<file path="config.mk">
export PLATFORM = sky130hd
export DESIGN_NAME = bf_hazard_ctrl
export DESIGN_NICKNAME = d
export VERILOG_FILES = /design/src/rtl/bf_hazard_ctrl.sv
export SDC_FILE = /design/constraint.sdc
export NUM_CORES = 1
export LEC_CHECK = 0
export ABC_AREA = 1
export ABC_CLOCK_PERIOD_IN_PS = 1500
export BUFFER_PORTS_ARGS = -buffer_cell sky130_fd_sc_hd__buf_4
export CORE_MARGIN = 1
export CORE_UTILIZATION = 42
export CTS_CLUSTER_SIZE = 40
export DETAILED_ROUTE_END_ITERATION = 16
export PLACE_DENSITY = 0.84
export SLEW_MARGIN = 25
export SYNTH_ARGS = -nofsm -noshare
export SYNTH_HDL_FRONTEND = slang
export SYNTH_SLANG_ARGS = --single-unit
</file>
<file path="constraint.sdc">
create_clock -name clk_bf_hazard_ctrl -period 1.5 [get_ports clk_bf_hazard_ctrl]
set_clock_uncertainty 0.05 [all_clocks]
set_input_delay 0.15 -clock clk_bf_hazard_ctrl [delete_from_list [all_inputs] [get_ports clk_bf_hazard_ctrl]]
set_output_delay 0.15 -clock clk_bf_hazard_ctrl [all_outputs]
set_load 0.01 [all_outputs]
</file>
<file path="src/rtl/bf_hazard_ctrl.sv">
// bf_hazard_ctrl: hazard controller for the IF/ID field buffer and the ID/EX stage.
// Flush beats stall, and stall beats run. Stalls come from load-use and from the MULT/DIV busy tracker.
// The MULT/DIV tracker is a two-state FSM (IDLE/BUSY) with a down-counter.
// Its state is mirrored on md_state_dbg.
// Optional macro HZC_PERF_EN adds the saturating stall_cycles/flush_cycles counters.
//
// Handshake: this block has no valid/ready channel. Every control output is a
// same-cycle combinational function of the ID/EX inputs and the registered tracker state.
module bf_hazard_ctrl #(
  parameter int MD_LATENCY = 4,
  parameter int CNT_W      = 4
) (
  input  logic             clk_bf_hazard_ctrl,
  input  logic             rst_bf_hazard_ctrl,
  input  logic [5:0]       op_id,
  input  logic [5:0]       funct_id,
  input  logic [4:0]       rs_id,
  input  logic [4:0]       rt_id,
  input  logic             ex_mem_read,
  input  logic [4:0]       ex_rt,
  input  logic             branch_taken,
  output logic             pc_write,
  output logic             ifid_write,
  output logic             ifid_flush,
  output logic             idex_bubble,
  output logic             md_busy,
  output logic             md_state_dbg
`ifdef HZC_PERF_EN
  ,
  output logic [31:0]      stall_cycles,
  output logic [31:0]      flush_cycles
`endif
);

  typedef enum logic {IDLE = 1'b0, BUSY = 1'b1} state_t;

  state_t           state, state_nxt;
  logic [CNT_W-1:0] md_cnt, md_cnt_nxt;

  logic uses_rt, is_md, is_hilo, lu_hz, md_hz, stall, issue;

  // Decode the ID fields and form the hazard terms.
  always_comb begin
    uses_rt = (op_id == 6'h00) | (op_id == 6'h04) | (op_id == 6'h05) | (op_id == 6'h2B);
    is_md   = (op_id == 6'h00) &
              ((funct_id == 6'h18) | (funct_id == 6'h19) |
               (funct_id == 6'h1A) | (funct_id == 6'h1B));
    is_hilo = (op_id == 6'h00) & ((funct_id == 6'h10) | (funct_id == 6'h12));
    // A load into $0 produces nothing to wait for.
    lu_hz   = ex_mem_read & (ex_rt != 5'd0) &
              ((ex_rt == rs_id) | (uses_rt & (ex_rt == rt_id)));
    md_hz   = md_busy & (is_md | is_hilo);
    stall   = lu_hz | md_hz;
    // A squashed MULT/DIV never reaches the unit, so it must not start the counter.
    issue   = is_md & ~stall & ~branch_taken;
  end

  // Pipeline control outputs. Reset forces the flush/bubble pattern asynchronously.
  always_comb begin
    pc_write    = 1'b1;
    ifid_write  = 1'b1;
    ifid_flush  = 1'b0;
    idex_bubble = 1'b0;
    if (rst_bf_hazard_ctrl) begin
      pc_write    = 1'b0;
      ifid_write  = 1'b0;
      ifid_flush  = 1'b1;
      idex_bubble = 1'b1;
    end else if (branch_taken) begin
      ifid_flush  = 1'b1;
      idex_bubble = 1'b1;
    end else if (stall) begin
      pc_write    = 1'b0;
      ifid_write  = 1'b0;
      idex_bubble = 1'b1;
    end
  end

  // MULT/DIV tracker next state. BUSY counts down whatever ID is doing,
  // because the issued operation has already left ID.
  always_comb begin
    state_nxt  = state;
    md_cnt_nxt = md_cnt;
    case (state)
      IDLE: begin
        if (issue) begin
          md_cnt_nxt = CNT_W'(MD_LATENCY);
          state_nxt  = BUSY;
        end
      end
      BUSY: begin
        md_cnt_nxt = md_cnt - CNT_W'(1);
        if (md_cnt == CNT_W'(1)) state_nxt = IDLE;
      end
      default: begin
        state_nxt  = IDLE;
        md_cnt_nxt = '0;
      end
    endcase
  end

  // Tracker state register with asynchronous clear.
  always_ff @(posedge clk_bf_hazard_ctrl or posedge rst_bf_hazard_ctrl) begin
    if (rst_bf_hazard_ctrl) begin
      state  <= IDLE;
      md_cnt <= '0;
    end else begin
      state  <= state_nxt;
      md_cnt <= md_cnt_nxt;
    end
  end

  assign md_busy      = (state == BUSY);
  assign md_state_dbg = state;

`ifdef HZC_PERF_EN
  // Saturating event counters for stall and flush cycles.
  always_ff @(posedge clk_bf_hazard_ctrl or posedge rst_bf_hazard_ctrl) begin
    if (rst_bf_hazard_ctrl) begin
      stall_cycles <= '0;
      flush_cycles <= '0;
    end else begin
      if (stall & ~branch_taken & (stall_cycles != 32'hFFFF_FFFF))
        stall_cycles <= stall_cycles + 32'd1;
      if (branch_taken & (flush_cycles != 32'hFFFF_FFFF))
        flush_cycles <= flush_cycles + 32'd1;
    end
  end
`endif

endmodule

</file>
[Word-level counts from Yosys, hierarchy flattened]
Index checks and enable logic that the tools add are counted.
Operators by class
  $add $sub $neg: 1
  multiply operators: 0
  divide/modulo/power cells: 0
  order comparisons: 0
  equal/unequal tests: 13
  shift operators: 0
  muxes and demuxes: 13
  bitwise operators: 21
  reductions and logical operators: 2
Operators by type and width (count)
  6-bit by 5-bit == test with 1-bit output (second input constant): 6
  6-bit by 3-bit == test with 1-bit output (second input constant): 2
  5-bit == test: 2
  1-bit two-way mux: 10
  1-bit bitwise OR: 10
  1-bit bitwise AND: 8
  4-bit one-hot mux with 2 select lines: 1
  6-bit == test (second input constant): 1
  6-bit zero test: 1
  5-bit nonzero test: 1
  4-bit by 1-bit == test with 1-bit output (second input constant): 1
  4-bit two-way mux: 1
  4-bit by 1-bit subtractor with 4-bit output (second input constant): 1
  1-bit NOT: 3
  2-bit != test (second input constant): 1
  1-bit one-hot mux with 2 select lines: 1
Word-level totals
  flip-flop bits (word level): 5
  latch bits: 0
  bits in writable memories: 0
  bits in read-only memories: 0
  input bits: 31
  output and inout port bits: 6
  logic and storage cells: 52
  memories kept: 0

[Logic depth before layout (Yosys ltp)]
Gate-level depths: netlist of run 1.
  word-level depth: 13
  mapped depth: 10

[Least setup slack after synthesis of run 1]
No wires, ideal clock.
  path kind: register to output
  start: register state, in the netlist md_busy
  end: output port pc_write
  data arrival time: 1.082 ns
  data required time: 1.300 ns
  path slack: 0.218 ns
  cell stages (with the launch flop): 5
  cells stage by stage: dfrtp_1 nand2_1 nand2_1 a21oi_1 buf_4
Between the ends
  longest elaborated chain between the ends: 5
Ends and longest elaborated chain
  from (decl): line 37  | state_t state, state_nxt;
  from (signal assigned): line 108  | state <= state_nxt;
  1-bit bitwise AND: line 52  | md_hz = md_busy & (is_md | is_hilo);
  1-bit bitwise OR: line 53  | stall = lu_hz | md_hz;
  1-bit two-way mux (3 in series)
  to (decl): line 22  | output logic pc_write,
Every way passes these cells.

[Final worst setup path of run 1]
  start: register state, in the netlist md_busy
  end: output port ifid_write
Between the ends
  longest elaborated chain between the ends: 5
Ends and longest elaborated chain
  1-bit bitwise AND: line 52
  1-bit bitwise OR: line 53
  1-bit two-way mux: line 72  | end else if (stall) begin
  1-bit two-way mux: line 69  | end else if (branch_taken) begin
  1-bit two-way mux: line 64  | if (rst_bf_hazard_ctrl) begin
  to (decl): line 23  | output logic ifid_write,
Every way passes these cells.

==> impl_metrics.csv, run 1 <==
group,metric,value,unit
logic_synthesis,yosysUniqueCellTypes,21,
worst_setup_path,slowest_stage,"dfrtp_2",
timing,whs,0.180,ns
clocking,cts_buffer_depth,2,
worst_setup_path,cp-start-kind,"flip-flop",
route,drt-pass1-iter-count,4,
power,swShare,0.398,
logic_synthesis,ys_seq_area_frac,0.206,
power,pwr-share-seq,0.315,
timing,relSlewSlack,0.789,
timing,setup_tns,0,ns
power,power_density,905,nW/µm²
power,p_int,0.501,mW
route,drt-total-wl,1470,µm
logic_synthesis,yosys.cell_count.top_type,"nand2_1",
layout,syn_to_final_growth,51.0,%
route,vias,735,
worst_setup_path,reg2regPathDepth,4,
grt,track_usage,0.210,
timing,fmax,722,MHz
timing,period_share,0.924,
place,io_buffer_count,35,
logic_synthesis,synth_edf_count,0,
logic_synthesis,syn_inst,104,
die,dieArea,1600,µm²
place,place_congestion,0.727,
clocking,cts.sinks,5,
hold_path,hold_path_startpoint,"branch_taken",
place,placedCellCount,152,
route,drc,0,
die,rows,13,
worst_setup_path,end_kind,"primary output",
route,ant_nets,0,
worst_setup_path,r2r-end,"md_cnt[1]$_DFFE_PP0P_",
route,wl_per_cell,9.35,µm
worst_setup_path,worstPathCellList,"nand2_2 > nand2_1 > a21oi_2 > buf_4",
grt,grt_max_degree,7,
worst_setup_path,setup.worst_path.class,"reg2out",
logic_synthesis,syn_nets,137,
layout,antenna_cells,0,
logic_synthesis,synth_area_leaders,"nand2_1, dfrtp_1, inv_1",
layout,drive_above_1_share,0.380,
worst_setup_path,cp_slowest_stage_delay,0.44,ns
worst_setup_path,crit_fanout,6,
timing,max_slew.worst_pin.slew,0.314,ns
logic_synthesis,postSynthAreaPerCell,5.85,µm²
timing,rsz0062_at_grt,"false",
worst_setup_path,critPathArrivalTime,1.19,ns
layout,final_cells,157,
worst_setup_path,cp.required,1.30,ns
route,drt_iter0_markers,10,
timing,setup_viol,0,
die,ios,37,
grt,overflow,0,
logic_synthesis,syn_area,608,µm²
run_status,status,"completed",
clocking,clkTransAtPathRegs,0.04,ns
die,die-height,40.1,µm
timing,period_needed,1.39,ns
clocking,clock_latency,0.26,ns
layout,layout.nets,176,
die,design.core.area,1320,µm²
worst_setup_path,cp-endpoint,"ifid_write",
timing,hold_violations,0,
clocking,cts_tree,"done",
clocking,h-tree-depth,1,
grt,grt_pass1_vias,585,
grt,grt_pass1_wl,2200,µm
route,vias_per_cell,4.68,
power,ir_worst_vdd,0.000624,V
power,power.switching,0.331,mW
timing,slew_violations,0,
logic_synthesis,ys_ff_latch,5,
power,clkPwrFrac,0.202,
clocking,clockRootBuffer,"clkbuf_4",
worst_setup_path,critPathLaunch,"md_busy$_DFF_PP0_",
power,leakage,0.538,nW
logic_synthesis,async_flop_share,1.00,
clocking,numCtsBuffers,3,
worst_setup_path,r2r_slack,0.28,ns
hold_path,worstHoldPathCells,4,
flow_run,max_cap_viol_count,0,
logic_synthesis,synth_top_area_frac,0.235,
logic_synthesis,synth_warnings,0,
worst_setup_path,r2r-start,"md_cnt[0]$_DFFE_PP0P_",
die,die_x,40.1,µm
grt,antenna_found_initial,0,
place,dp_hpwl,1260,µm
power,combPwrFrac,0.483,
hold_path,hold_path_class,"in2reg",
die,start_util,0.462,
layout,final_util,0.697,
logic_synthesis,yosys.area.top_type,"nand2_1",
logic_synthesis,synth.top_cells.by_count,"nand2_1, inv_1, nor2_1",
logic_synthesis,ys.flop_type,"dfrtp_1",
## flip-flops by register name, summed over array words and instances (netlist names)
register / cells
md_cnt: 4
md_busy: 1
## worst min-delay path by stage
stage | slack, ns | end
finish | 0.18 | md_busy$_DFF_PP0_
global route | 0.19 | md_busy$_DFF_PP0_
CTS | 0.18 | md_busy$_DFF_PP0_
detailed placement | 0.05 | md_cnt[1]$_DFFE_PP0P_
global placement | 0.05 | md_cnt[0]$_DFFE_PP0P_
floorplan | -0.10 | md_busy$_DFF_PP0_
## per-stage QoR
| step | setup slack, ns | cell area [µm²] | power, mW |
|---|---|---|---|
| floorplan | 0.218 | 608 | 0.509 |
| global placement | 0.132 | 875 | 0.640 |
| detailed placement | 0.126 | 875 | 0.657 |
| CTS | 0.0113 | 911 | 0.830 |
| global route | 0.0104 | 918 | 0.917 |
| finish | 0.114 | 918 | 0.832 |
## cell type report
cell class                      count  area (µm²)
Fill cell                         120         399
Clock buffer                        4        26.3
Tap cell                           15        18.8
Timing Repair Buffer               36         273
Sequential cell                     5         126
Multi-Input combinational cell     76         395
Inverter                           21        78.8
## timing repair
item / CTS / global route
gates resized for setup: 0 / 3
setup endpoints to repair: 0 / 2
hold buffers: 1 / 0
setup buffers: 0 / 0
hold endpoints to repair: 5 / 0
## cell usage in the layout, fill, tap and decap left out, types with 2 or more instances in the layout
master	instances
nor2_1	11
nand2_2	3
xnor2_1	2
dfrtp_1	4
o21ai_2	2
nand2_1	37
nand4_1	2
inv_2	5
clkbuf_4	3
inv_1	16
buf_4	35
nand3_1	7
ha_1	2
## kinds of logic after synthesis
| family | after synthesis | synth area share |
|---|---|---|
| xor+xnor | 3 | 0.0432 |
| simple gates | 64 | 0.471 |
| buf+inv | 23 | 0.154 |
| flops | 5 | 0.206 |
| compound gates | 7 | 0.0844 |
| fa+ha+maj | 2 | 0.0411 |
## worst max-delay path: cells and delay by family (launching register included)
kind            cells  cell delay (ns)
simple gates        2             0.19
flops               1             0.44
buf+inv             1             0.15
compound gates      1             0.16
## power groups by stage
| stage | clock (mW) | sequential (mW) | combinational [mW] |
|---|---|---|---|
| 4_1_cts | 0.171 | 0.257 | 0.403 |
| 3_3_place_gp | 0 | 0.255 | 0.385 |
| 5_1_grt | 0.187 | 0.276 | 0.454 |
| 6_report | 0.168 | 0.262 | 0.401 |
| 2_1_floorplan | 0 | 0.252 | 0.257 |
| 3_5_place_dp | 0 | 0.259 | 0.399 |
## layer usage
metal / track usage / share of wire
met1: 0.237 / 0.42
met2: 0.363 / 0.51
met3: 0.0667 / 0.063
met4: 0.0776 / 0.0095
met5: 0 / 0
No activity file was read; power rests on OpenSTA's default activity.
==> run 2, diff against run 1 <==
==> constraint.sdc (replaced) <==
create_clock -name clk_bf_hazard_ctrl -period 1.5 [get_ports clk_bf_hazard_ctrl]
set_clock_uncertainty 0.05 [all_clocks]
set_input_delay 0.225 -clock clk_bf_hazard_ctrl [delete_from_list [all_inputs] [get_ports clk_bf_hazard_ctrl]]
set_output_delay 0.225 -clock clk_bf_hazard_ctrl [all_outputs]
set_load 0.01 [all_outputs]
==> impl_metrics.csv, run 2 (synthesized netlist as in run 1, its figures left out) <==
group,metric,value,unit
die,ios,37,
layout,finish.instance_area,1010,µm²
grt,overflow,0,
timing,setup_viol,0,
clocking,numCtsBuffers,3,
worst_setup_path,cp.required,1.22,ns
timing,max_slew.worst_pin.slew,0.325,ns
layout,antenna_cells,0,
layout,layout.nets,180,
hold_path,hold_path_startpoint,"branch_taken",
power,ir_worst_vdd,0.000787,V
grt,grt_max_degree,7,
die,die-height,40.1,µm
clocking,clkTransAtPathRegs,0.04,ns
route,drt-total-wl,1700,µm
route,vias_per_cell,4.73,
place,dp_hpwl,1260,µm
route,drc,0,
grt,antenna_found_initial,0,
layout,largest_reg_flops,4,
layout,final_cell_mix,"nand2_1, buf_4, inv_1",
worst_setup_path,cp-start-kind,"primary input",
timing,fmax,676,MHz
run_status,status,"completed",
timing,rsz0062_at_grt,"true",
place,place_congestion,0.716,
layout,multi_input_area,425,µm²
die,rows,13,
worst_setup_path,crit_path_frequent_cell,"buf_4",
layout,final_common_cell,"nand2_1",
die,design.core.area,1320,µm²
worst_setup_path,crit_fanout,3,
worst_setup_path,critPathArrivalTime,1.20,ns
clocking,h-tree-depth,1,
worst_setup_path,setup.worst_path.class,"in2out",
clocking,cts.sinks,5,
power,power_density,829,nW/µm²
worst_setup_path,critPathLaunch,"ex_rt[4]",
clocking,cts_tree,"done",
place,placed_cell_area,897,µm²
worst_setup_path,worstPathCellList,"buf_8 > buf_4 > xnor2_1 > nand3_1 > o21ai_2 > nand2_2 > buf_6 > nand4_1 > buf_4",
worst_setup_path,slowest_stage,"xnor2_1",
grt,track_usage,0.201,
worst_setup_path,path_delay_family,"buffers and inverters",
timing,period_share,0.986,
grt,grt_pass1_wl,2220,µm
timing,relSlewSlack,0.782,
route,drt_iter0_markers,9,
route,ant_nets,0,
place,io_buffer_count,35,
die,dieArea,1600,µm²
route,wl_per_cell,10.6,µm
layout,num-fill-cells,109,
power,leakage,0.566,nW
flow_run,max_cap_viol_count,0,
layout,regMostFlops,"md_cnt",
worst_setup_path,r2r-start,"md_cnt[0]$_DFFE_PP0P_",
clocking,clockRootBuffer,"clkbuf_4",
clocking,clock_latency,0.24,ns
worst_setup_path,path_buf_inv,4,
hold_path,hold_path_class,"in2reg",
worst_setup_path,cp_slowest_stage_delay,0.18,ns
clocking,cts_buffer_depth,2,
timing,hold_violations,0,
die,die_x,40.1,µm
die,start_util,0.462,
timing,whs,0.262,ns
worst_setup_path,end_kind,"primary output",
grt,grt_pass1_vias,632,
layout,syn_to_final_growth,66.3,%
route,vias,762,
timing,slew_violations,0,
timing,period_needed,1.48,ns
route,drt-pass1-iter-count,3,
layout,drive_above_1_share,0.466,
layout,regArea,126,µm²
## run 2: routing by layer
metal | track usage | up-vias | routed length, µm
met5 | 0 | - | 0
met2 | 0.367 | 29 | 866
met4 | 0 | 0 | 21
li1 | - | 401 | -
met1 | 0.232 | 330 | 711
met3 | 0.0778 | 2 | 99
## run 2: metrics by stage
stage | instances | utilization | setup WS, ns | total power [mW] | TNS (ns)
finish | 161 | 0.767 | 0.0217 | 0.838 | 0
global route | 161 | 0.767 | -0.0463 | 0.928 | -0.0640
CTS | 160 | 0.711 | 0.0180 | 0.821 | 0
detailed placement | 155 | 0.681 | 0.0197 | 0.657 | 0
global placement | 155 | 0.681 | 0.0235 | 0.642 | 0
floorplan | 104 | - | 0.115 | 0.509 | 0
## run 2: path summary, 6_finish.rpt
path / to / slack (ns) / cells past startpoint
min in group asynchronous: md_cnt[2]$_DFFE_PP0P_ / 0.46 / 3
worst max register to register: md_cnt[1]$_DFFE_PP0P_ / 0.30 / 4
worst max-delay path: idex_bubble / 0.02 / 9
worst min register to register: md_cnt[3]$_DFFE_PP0P_ / 0.42 / 1
worst min-delay path: md_busy$_DFF_PP0_ / 0.26 / 4
max in group asynchronous: md_busy$_DFF_PP0_ / 0.72 / 3
## run 2: what timing repair did
| item | CTS | global route |
|---|---|---|
| endpoints found under the setup margin | 2 | 3 |
| hold buffers | 1 | 0 |
| gates cloned | 0 | 0 |
| pin swaps | 0 | 11 |
| endpoints found under the hold margin | 5 | 0 |
| setup buffers | 0 | 1 |
| gates resized for setup | 1 | 24 |
## run 2: cell type report
class / count / area share
multi-input cells: 76 / 0.421
repair buffers: 40 / 0.329
flip-flops and latches: 5 / 0.125
inverters: 21 / 0.0804
clock buffers: 4 / 0.0260
well taps: 15 / 0.0186
## run 2: worst reg2reg max path: cells and delay by family, from the launching register on
kind / cells / cell delay [ns]
flip-flops: 1 / 0.39
AND/OR/NAND/NOR: 2 / 0.36
adder cells (fa/ha/maj): 1 / 0.23
buffers and inverters: 1 / 0.11
## run 2: where the power goes
part / internal (mW) / switching, mW / total [mW]
Combinational: 0.208 / 0.217 / 0.425
Clock: 0.100 / 0.0533 / 0.154
Sequential: 0.205 / 0.0538 / 0.259
Total: 0.514 / 0.324 / 0.838
==> run 3, diff against run 2 <==
--- a/config.mk
+++ b/config.mk
@@ -8,11 +8,13 @@
 export ABC_AREA = 1
 export ABC_CLOCK_PERIOD_IN_PS = 1500
 export BUFFER_PORTS_ARGS = -buffer_cell sky130_fd_sc_hd__buf_4
+export CELL_PAD_IN_SITES_DETAIL_PLACEMENT = 1
+export CELL_PAD_IN_SITES_GLOBAL_PLACEMENT = 2
 export CORE_MARGIN = 1
-export CORE_UTILIZATION = 42
+export CORE_UTILIZATION = 19
 export CTS_CLUSTER_SIZE = 40
 export DETAILED_ROUTE_END_ITERATION = 16
-export PLACE_DENSITY = 0.84
+export PLACE_DENSITY = 0.83
 export SLEW_MARGIN = 25
 export SYNTH_ARGS = -nofsm -noshare
 export SYNTH_HDL_FRONTEND = slang
==> impl_metrics.csv, run 3 (synthesized netlist as in run 1, its figures left out) <==
group,metric,value,unit
timing,whs,0.286,ns
clocking,numCtsBuffers,3,
timing,period_share,0.966,
clocking,clock_latency,0.24,ns
grt,antenna_found_initial,0,
timing,setup_viol,0,
timing,max_slew.worst_pin.slew,0.325,ns
timing,period_needed,1.45,ns
layout,regMostFlops,"md_cnt",
power,power.switching,0.369,mW
clocking,clkTransAtPathRegs,0.05,ns
worst_setup_path,reg2regPathDepth,4,
timing,relSlewSlack,0.782,
grt,track_usage,0.111,
timing,fmax,690,MHz
hold_path,worstHoldPathCells,4,
flow_run,max_cap_viol_count,0,
die,dieArea,3430,µm²
grt,grt_pass1_vias,803,
worst_setup_path,crit_path_frequent_cell,"nand2_2",
worst_setup_path,cp-start-kind,"primary input",
layout,num-fill-cells,422,
clocking,h-tree-depth,1,
layout,drive_above_1_share,0.578,
route,ant_nets,0,
route,wl_per_cell,10.4,µm
place,placed_cell_area,941,µm²
timing,slew_violations,0,
route,drt_iter0_markers,17,
grt,overflow,0,
clocking,cts_tree,"done",
route,drt-total-wl,1980,µm
place,io_buffer_count,35,
clocking,cts.sinks,5,
power,p_int,0.544,mW
layout,largest_reg_flops,4,
layout,final_cell_mix,"buf_4, nand2_1, nand2_2",
worst_setup_path,end_kind,"primary output",
power,power_density,793,nW/µm²
power,combPwrFrac,0.550,
timing,rsz0062_at_grt,"true",
worst_setup_path,critPathArrivalTime,1.17,ns
place,dp_hpwl,1570,µm
grt,grt_pass1_wl,3050,µm
worst_setup_path,slowest_stage,"o21ai_2",
layout,syn_to_final_growth,89.3,%
route,vias,784,
power,leakage,0.586,nW
die,start_util,0.199,
die,rows,20,
worst_setup_path,cp_slowest_stage_delay,0.14,ns
die,die-height,58.6,µm
die,design.core.area,3050,µm²
layout,final_common_cell,"buf_4",
grt,grt_max_degree,6,
worst_setup_path,cp.required,1.22,ns
power,swShare,0.404,
layout,final_util,0.377,
die,ios,37,
worst_setup_path,worstPathCellList,"buf_6 > nor2_4 > nand3_2 > nand2_2 > nand2_2 > o21ai_2 > nand2_2 > buf_6 > nand4_1 > buf_4",
layout,finish.instance_area,1150,µm²
clocking,cts_buffer_depth,2,
worst_setup_path,setup.worst_path.class,"in2out",
clocking,clockRootBuffer,"clkbuf_4",
power,clkPwrFrac,0.180,
layout,multi_input_area,478,µm²
die,die_x,58.6,µm
layout,regArea,125,µm²
run_status,status,"completed",
power,pwr-share-seq,0.270,
timing,hold_violations,0,
layout,layout.nets,181,
route,drt-pass1-iter-count,4,
layout,antenna_cells,0,
power,ir_worst_vdd,0.000204,V
route,drc,0,
hold_path,hold_path_class,"in2reg",
worst_setup_path,crit_fanout,2,
place,place_congestion,0.747,
route,vias_per_cell,4.10,
## run 3: cell count changes in the layout (fill, tap and decap cells not counted), sizes merged
cell,change
buf,+1
## run 3: final timing paths
kind | from | end | slack, ns
setup reg to reg | md_cnt[0]$_DFFE_PP0P_ | md_cnt[1]$_DFFE_PP0P_ | 0.26
min in group asynchronous | rst_bf_hazard_ctrl | md_cnt[3]$_DFFE_PP0P_ | 0.47
setup / recovery | op_id[1] | idex_bubble | 0.05
hold reg to reg | md_cnt[3]$_DFFE_PP0P_ | md_cnt[3]$_DFFE_PP0P_ | 0.41
hold / removal | branch_taken | md_cnt[2]$_DFFE_PP0P_ | 0.29
max in group asynchronous | rst_bf_hazard_ctrl | md_cnt[1]$_DFFE_PP0P_ | 0.73
## run 3: worst max-delay path: cells and delay by family
| kind | cells | cell delay [ns] |
|---|---|---|
| buf+inv | 3 | 0.34 |
| compound gates | 1 | 0.14 |
| simple gates | 6 | 0.47 |
## run 3: power groups by stage
stage / combinational [mW] / sequential (mW) / clock (mW)
2_1_floorplan: 0.257 / 0.252 / 0
3_3_place_gp: 0.431 / 0.242 / 0
3_5_place_dp: 0.455 / 0.246 / 0
4_1_cts: 0.462 / 0.245 / 0.171
5_1_grt: 0.569 / 0.254 / 0.177
6_report: 0.502 / 0.246 / 0.165
## run 3: area by class of cell
cell class / instances / area share
clock buffers: 4 / 0.0228
well taps: 44 / 0.0478
multi-input cells: 76 / 0.415
flip-flops and latches: 5 / 0.109
inverters: 21 / 0.0772
repair buffers: 41 / 0.328
## run 3: through the flow
step	setup TNS, ns	instances	total power [mW]	worst slack (ns)
finish	0	191	0.913	0.0503
global placement	-0.118	185	0.673	-0.0591
floorplan	0	104	0.509	0.115
CTS	0	190	0.878	0.00898
detailed placement	-0.124	185	0.701	-0.0619
global route	-0.0803	191	1.00	-0.0378
## run 3: what timing repair did
| item | CTS | global route |
|---|---|---|
| endpoints found under the setup margin | 3 | 3 |
| pin swaps | 0 | 23 |
| hold endpoints to repair | 5 | 0 |
| setup buffers | 0 | 1 |
| resized for setup | 3 | 52 |
| hold buffers | 1 | 0 |
## run 3: layer usage
layer | wire length [µm] | track usage | up-vias
met2 | 1110 | 0.228 | 21
met3 | 70 | 0 | 2
met1 | 780 | 0.123 | 361
met5 | 0 | 0 | -
met4 | 17 | 0.0306 | 0
li1 | - | - | 400
